$ cat src/rtl/ecc_pkg.sv
// Shared constants and types for the SEC-DED (39,32) memory protection logic.
package ecc_pkg;

  localparam int CW_W   = 39;
  localparam int DATA_W = 32;
  // Number of Hamming check bits; bit 0 (overall parity) comes on top.
  localparam int SYN_W  = CW_W - DATA_W - 1;

  // Check bits sit at Hamming positions 1, 2, 4, 8, 16, 32.
  localparam logic [CW_W-1:0] CHK_MASK = 39'h1_0001_0116;

  // Highest valid Hamming position; larger syndromes cannot name a bit.
  localparam logic [SYN_W-1:0] MAX_POS = SYN_W'(CW_W - 1);

  typedef enum logic [1:0] {
    CLEAN,
    CORR,
    UNCORR
  } syn_class_e;

  typedef enum logic [2:0] {
    ST_IDLE,
    ST_READ,
    ST_WAIT,
    ST_CHECK,
    ST_WRITE,
    ST_NEXT
  } scrub_state_e;

endpackage

$ cat src/rtl/secded39_dec.sv
// Combinational SEC-DED decoder for the 39-bit codeword. Bit 0 is overall
// parity, bits 1..38 are Hamming positions. Shared with the core read path.
module secded39_dec
  import ecc_pkg::*;
(
  input  logic [CW_W-1:0] cw,
  output syn_class_e      syn_class,
  output logic [CW_W-1:0] corr_cw
);

  logic [SYN_W-1:0] syndrome;
  logic             parity;

  // Syndrome is the XOR of the position indices of every set bit in 1..38.
  always_comb begin
    syndrome = '0;
    for (int i = 1; i < CW_W; i++) begin
      if (cw[i]) syndrome = syndrome ^ SYN_W'(i);
    end
  end

  assign parity = ^cw;

  // Classify; with odd overall parity the syndrome names the faulty bit,
  // and syndrome 0 then points at the parity bit itself.
  always_comb begin
    syn_class = CLEAN;
    corr_cw   = cw;
    if (parity) begin
      if (syndrome <= MAX_POS) begin
        syn_class = CORR;
        corr_cw   = cw ^ (CW_W'(1) << syndrome);
      end else begin
        syn_class = UNCORR;
      end
    end else if (syndrome != '0) begin
      syn_class = UNCORR;
    end
  end

endmodule

$ cat src/rtl/ecc_mem_scrubber.sv
// Background scrubber: walks the ECC data memory in idle bus slots, writes
// back corrected codewords for single-bit errors, counts and reports all
// detected errors.
//
// Memory handshake: mem_req is held with mem_addr/mem_we/mem_wdata stable
// until the arbiter returns mem_gnt in the same cycle; the access happens in
// the cycle where mem_req and mem_gnt are both 1. Read data arrives on
// mem_rdata in the following cycle.
module ecc_mem_scrubber
  import ecc_pkg::*;
#(
  parameter int ADDR_W         = 8,
  parameter int SCRUB_INTERVAL = 1024
) (
  input  logic              clk,
  input  logic              rst,
  input  logic              en,
  output logic              mem_req,
  output logic              mem_we,
  output logic [ADDR_W-1:0] mem_addr,
  output logic [38:0]       mem_wdata,
  input  logic              mem_gnt,
  input  logic [38:0]       mem_rdata,
  input  logic              cpu_wr_valid,
  input  logic [ADDR_W-1:0] cpu_wr_addr,
  output logic              busy,
  output logic              err_valid,
  output logic              err_uncorr,
  output logic [ADDR_W-1:0] err_addr,
  output logic [15:0]       corr_cnt,
  output logic [15:0]       uncorr_cnt,
  output logic              pass_done
);

  localparam int CNT_W = (SCRUB_INTERVAL > 1) ? $clog2(SCRUB_INTERVAL) : 1;
  localparam logic [CNT_W-1:0] CNT_LAST = CNT_W'(SCRUB_INTERVAL - 1);
  localparam logic [15:0] CNT_SAT = 16'hFFFF;

  scrub_state_e      state_q, state_d;
  logic [ADDR_W-1:0] addr_q;
  logic [CNT_W-1:0]  ivl_q;
  logic [CW_W-1:0]   rdata_q;
  logic [CW_W-1:0]   wdata_q;
  logic              abort_q;
  logic              err_valid_q;
  logic              err_uncorr_q;
  logic [ADDR_W-1:0] err_addr_q;
  logic [15:0]       corr_q;
  logic [15:0]       uncorr_q;
  logic              pass_done_q;

  syn_class_e        syn_class;
  logic [CW_W-1:0]   corr_cw;
  logic              race;
  logic              in_race_window;

  secded39_dec u_dec (
    .cw        (rdata_q),
    .syn_class (syn_class),
    .corr_cw   (corr_cw)
  );

  // A core write to the word being scrubbed makes our copy stale; the window
  // opens with the read grant and closes with the write grant.
  assign in_race_window = (state_q == ST_READ && mem_gnt) || (state_q == ST_WAIT) ||
                          (state_q == ST_CHECK) || (state_q == ST_WRITE);
  assign race = in_race_window && cpu_wr_valid && (cpu_wr_addr == addr_q);

  // State register.
  always_ff @(posedge clk) begin
    if (rst) state_q <= ST_IDLE;
    else     state_q <= state_d;
  end

  // Next-state and memory-port control.
  always_comb begin
    state_d = state_q;
    mem_req = 1'b0;
    mem_we  = 1'b0;
    busy    = (state_q != ST_IDLE);
    case (state_q)
      ST_IDLE: begin
        if (en && ivl_q == CNT_LAST) state_d = ST_READ;
      end
      ST_READ: begin
        mem_req = 1'b1;
        if (mem_gnt) state_d = ST_WAIT;
      end
      ST_WAIT: begin
        state_d = ST_CHECK;
      end
      ST_CHECK: begin
        if (syn_class == CORR && !abort_q && !race) state_d = ST_WRITE;
        else                                        state_d = ST_NEXT;
      end
      ST_WRITE: begin
        mem_req = 1'b1;
        mem_we  = 1'b1;
        if (mem_gnt || race) state_d = ST_NEXT;
      end
      ST_NEXT: begin
        if (addr_q == '1 || !en) state_d = ST_IDLE;
        else                     state_d = ST_READ;
      end
      default: state_d = ST_IDLE;
    endcase
  end

  // Datapath: interval counter, address walk, capture, reporting, counters.
  always_ff @(posedge clk) begin
    if (rst) begin
      addr_q       <= '0;
      ivl_q        <= '0;
      rdata_q      <= '0;
      wdata_q      <= '0;
      abort_q      <= 1'b0;
      err_valid_q  <= 1'b0;
      err_uncorr_q <= 1'b0;
      err_addr_q   <= '0;
      corr_q       <= '0;
      uncorr_q     <= '0;
      pass_done_q  <= 1'b0;
    end else begin
      err_valid_q <= 1'b0;
      pass_done_q <= 1'b0;
      if (race) abort_q <= 1'b1;
      case (state_q)
        ST_IDLE: begin
          if (en) begin
            if (ivl_q == CNT_LAST) ivl_q <= '0;
            else                   ivl_q <= ivl_q + CNT_W'(1);
          end
        end
        ST_WAIT: begin
          rdata_q <= mem_rdata;
        end
        ST_CHECK: begin
          wdata_q <= corr_cw;
          if (syn_class != CLEAN) begin
            err_valid_q  <= 1'b1;
            err_uncorr_q <= (syn_class == UNCORR);
            err_addr_q   <= addr_q;
            if (syn_class == CORR) begin
              if (corr_q != CNT_SAT) corr_q <= corr_q + 16'd1;
            end else begin
              if (uncorr_q != CNT_SAT) uncorr_q <= uncorr_q + 16'd1;
            end
          end
        end
        ST_NEXT: begin
          addr_q  <= addr_q + ADDR_W'(1);
          abort_q <= 1'b0;
          if (addr_q == '1) pass_done_q <= 1'b1;
        end
        default: ;
      endcase
    end
  end

  assign mem_addr   = addr_q;
  assign mem_wdata  = wdata_q;
  assign err_valid  = err_valid_q;
  assign err_uncorr = err_uncorr_q;
  assign err_addr   = err_addr_q;
  assign corr_cnt   = corr_q;
  assign uncorr_cnt = uncorr_q;
  assign pass_done  = pass_done_q;

endmodule

$ cat config.mk
export PLATFORM = sky130hd
export DESIGN_NAME = ecc_mem_scrubber
export DESIGN_NICKNAME = d
export VERILOG_FILES = /design/src/rtl/ecc_pkg.sv /design/src/rtl/secded39_dec.sv /design/src/rtl/ecc_mem_scrubber.sv
export SDC_FILE = /design/constraint.sdc
export NUM_CORES = 1
export LEC_CHECK = 0
export ABC_AREA = 1
export CAP_MARGIN = 20
export CORE_MARGIN = 4
export CORE_UTILIZATION = 31
export DETAILED_ROUTE_END_ITERATION = 8
export REMOVE_ABC_BUFFERS = 1
export SLEW_MARGIN = 15
export SYNTH_ARGS = -nofsm -noshare
export SYNTH_HDL_FRONTEND = slang
export SYNTH_HIERARCHICAL = 1
export SYNTH_SLANG_ARGS = --single-unit
$ cat constraint.sdc
create_clock -name clk -period 7.9 [get_ports clk]
set_input_delay 1.58 -clock clk [delete_from_list [all_inputs] [get_ports clk]]
set_output_delay 1.58 -clock clk [all_outputs]
set_load 0.01 [all_outputs]
==> summary.md <==
| Metric | Value |
|---|---|
| Filler cells | 2875 |
| Async SR Flop Fraction | 0 |
| Largest net degree at the start of global routing | roughly 120 |
| Area delta synth->final | 27.9% |
| Area of the die | 29900 um2 |
| Fmax | roughly 0.26 GHz |
| DR vias/cell | 4.81 |
| FP Rows | 60 |
| Final core utilization | 0.401 |
| CP Class | reg2reg |
| Clock latency at the later pin of the worst-skew pair | about 420 ps |
| CP max FO | 16 |
| Nets | 1497 |
| #FFs+latches synth | 143 |
| DRT Wirelength | 24700 um |
| Final weighted congestion in routability-driven placement | 0.908 |
| Core area | about 27000 um2 |
| Main combinational cell family by area after synthesis | simple AND/OR/NAND/NOR gates |
| Synthesized-area fraction occupied by adder cells | 0.00593 |
| IO Port Bufs | 144 |
| Die W | 173 um |
| RSZ-0062 raised after global routing | no |
| Post-DP HPWL | 18500 um |
| Worst Hold Class | reg2reg |
| Mux cell area share after synthesis | 0 |
| PwrDens | 154 nW/um2 |
| CTS resizes | 0 |
| Synth Area per Inst | ~6.4 um2 |
| Max_cap viols | 0 |
| Avg WL per Cell | 13.7 um |
| Startpoint Class | flop |
| Synth Area in XOR/XNOR | 0.0855 |
| Ys flop type | dfxtp_1 |
| Fin Setup TNS | 0 ps |
| Via count | 8636 |
| CP required | 8210 ps |
| Routed Antenna Nets | 0 |
| # IOs | roughly 150 |
| Synth top area share | 0.339 |
| Fraction of layout cells with a size suffix above 1 | 0.0681 |
| Initial antenna violation count | 0 |
| Area contributors post-synth | dfxtp_1, nand2_1, nor2_1, o21ai_0, inv_1 |
| Fin crit share | 0.484 |
| TritonRoute pass-1 iters | 6 |
| Complex-gate fraction of the synthesized area | 0.105 |
| Crit-path slowest cell | dfxtp_1 |
| Slew HR | 0.348 |
| Worst IR Drop VDD | 0.000155 V |
| Hold Vio Cnt, Final | 0 |
| Syn Std Cell Area | 8430 um2 |
| Initial Util | 0.314 |
| Most common cell in the netlist | nand2_1 |
| Area leader, netlist | dfxtp_1 |
| CP endpoint kind | flop |
| Tightest Pin Transition | between 900 and 1000 ps |
| Cts bufs inserted | 17 |
| CP most frequent cell | nand2_1 |
| Post-synth EDFFs | 0 |
| Warnings, synthesis | 6 |
| Synth Area in Simple Gates | 0.384 |
| Min cycle time layout | 3830 ps |
| Final Max Slew Viols | 0 |
| Hold_ws | around 460 ps |
| Crit path arrival time | 4140 ps |
| Hold-fix buffers at CTS | 0 |
| Die Ht | 173 um |
| Commonest cells post-synth | nand2_1, nor2_1, dfxtp_1 |
| Antenna Cells | 0 |
| Distinct cells, synth | 43 |
| # DRC | 0 |
| Clk slew on worst S/H paths | roughly 70 ps |
| Status | finished clean |
| Clock Root Buffer | clkbuf_16 |
| H-tree depth | 4 |
| Total grt overflow | 0 |
| Total GRT Usage | 0.162 |
| Skew final | 9.76 ps |
| Vias in the first global route | between 8000 and 9000 |
| Clock sinks | 143 |
| Pleak | 0.00439 uW |
| Cells after synthesis | 1316 |
| First-pass GRT wire length | 40400 um |
| CTS tree | done |
| DR iter-0 viols | 656 |
| Max Root-Sink Buffers | 2 |
| Post-CTS Setup Bufs | 0 |
| Sequential share of the synthesized area | 0.339 |
| Crit-path max cell delay | 460 ps |
| Final setup fails | 0 |
final cells by class:
cell class / count / area (um2) / area share
Timing Repair Buffer: 149 / 1480 / 0.137
Tap cell: 341 / 427 / 0.0396
Clock inverter: 14 / 203 / 0.0188
Sequential cell: 143 / 2860 / 0.265
Multi-Input combinational cell: 1003 / 4890 / 0.454
Clock buffer: 18 / 439 / 0.0407
Inverter: 127 / 479 / 0.0444
path summary, 6_finish.rpt:
path                                   from           end  slack (ps)  depth (start not counted)
worst min-delay path                abort_q       abort_q         460                          2
worst max-delay path            rdata_q[31]  corr_cnt[12]        4070                         25
worst min register to register      abort_q       abort_q         460                          2
worst max register to register  rdata_q[31]  corr_cnt[12]        4070                         25
worst max-delay path: cells and delay by family (launching register included):
kind                   cells  cell delay, ps
and+or+nand+nor           19            2360
buffers and inverters      5             760
DFF                        1             460
AOI/OAI and AO/OA          1             100
stage by stage:
stage | setup WS (ps) | power, uW | instances | area (um2)
after global placement | 4130 | 800 | 1763 | 10100
after detailed placement | 4080 | 800 | 1763 | 10100
after CTS | 4060 | 1680 | 1795 | 10800
after global routing | 3650 | 1720 | 1795 | 10800
after floorplan | 4390 | 762 | 1273 | 8230
final | 4070 | 1660 | 1795 | 10800
placed cells by master, fill, tap and decap left out, types with 7 or more instances in the layout:
cell type / instances
a21oi_1: 44
clkbuf_16: 17
clkdlybuf4s50_1: 144
dfxtp_1: 143
inv_1: 104
inv_2: 19
nand2_1: 350
nand2_2: 10
nand3_1: 77
nand4_1: 19
nor2_1: 232
nor2_2: 7
nor3_1: 28
o21ai_0: 113
xnor2_1: 23
xor2_1: 43
power breakdown:
part / switching, uW / internal, uW
logic: 29.8 / 31.3
registers: 1.04 / 722
clock network: 336 / 544
sequential cells by signal, summed over array words and instances, names as in the netlist:
name / flops
mem_wdata: 39
rdata_q: 39
corr_cnt: 16
uncorr_cnt: 16
ivl_q: 10
err_addr: 8
mem_addr: 8
state_q: 3
abort_q: 1
err_uncorr: 1
err_valid: 1
pass_done: 1
cell families (layout without fill, tap and decap cells):
kind of cell | after synthesis | in the layout
AND/OR/NAND/NOR | 756 | 756
AO/OA/AOI/OAI | 171 | 171
buffers and inverters | 170 | 308
flip-flops | 143 | 143
adder cells (fa/ha/maj) | 4 | 4
XOR/XNOR | 72 | 72
layer usage:
layer	GRT usage	up-vias	routed length, um
met1	0.214	3943	11400
met4	0.0446	0	556
met2	0.265	212	11300
met3	0.0385	34	1410
met5	0	-	0
li1	-	4447	-
Note: power is estimated with default switching activity, not from simulation.
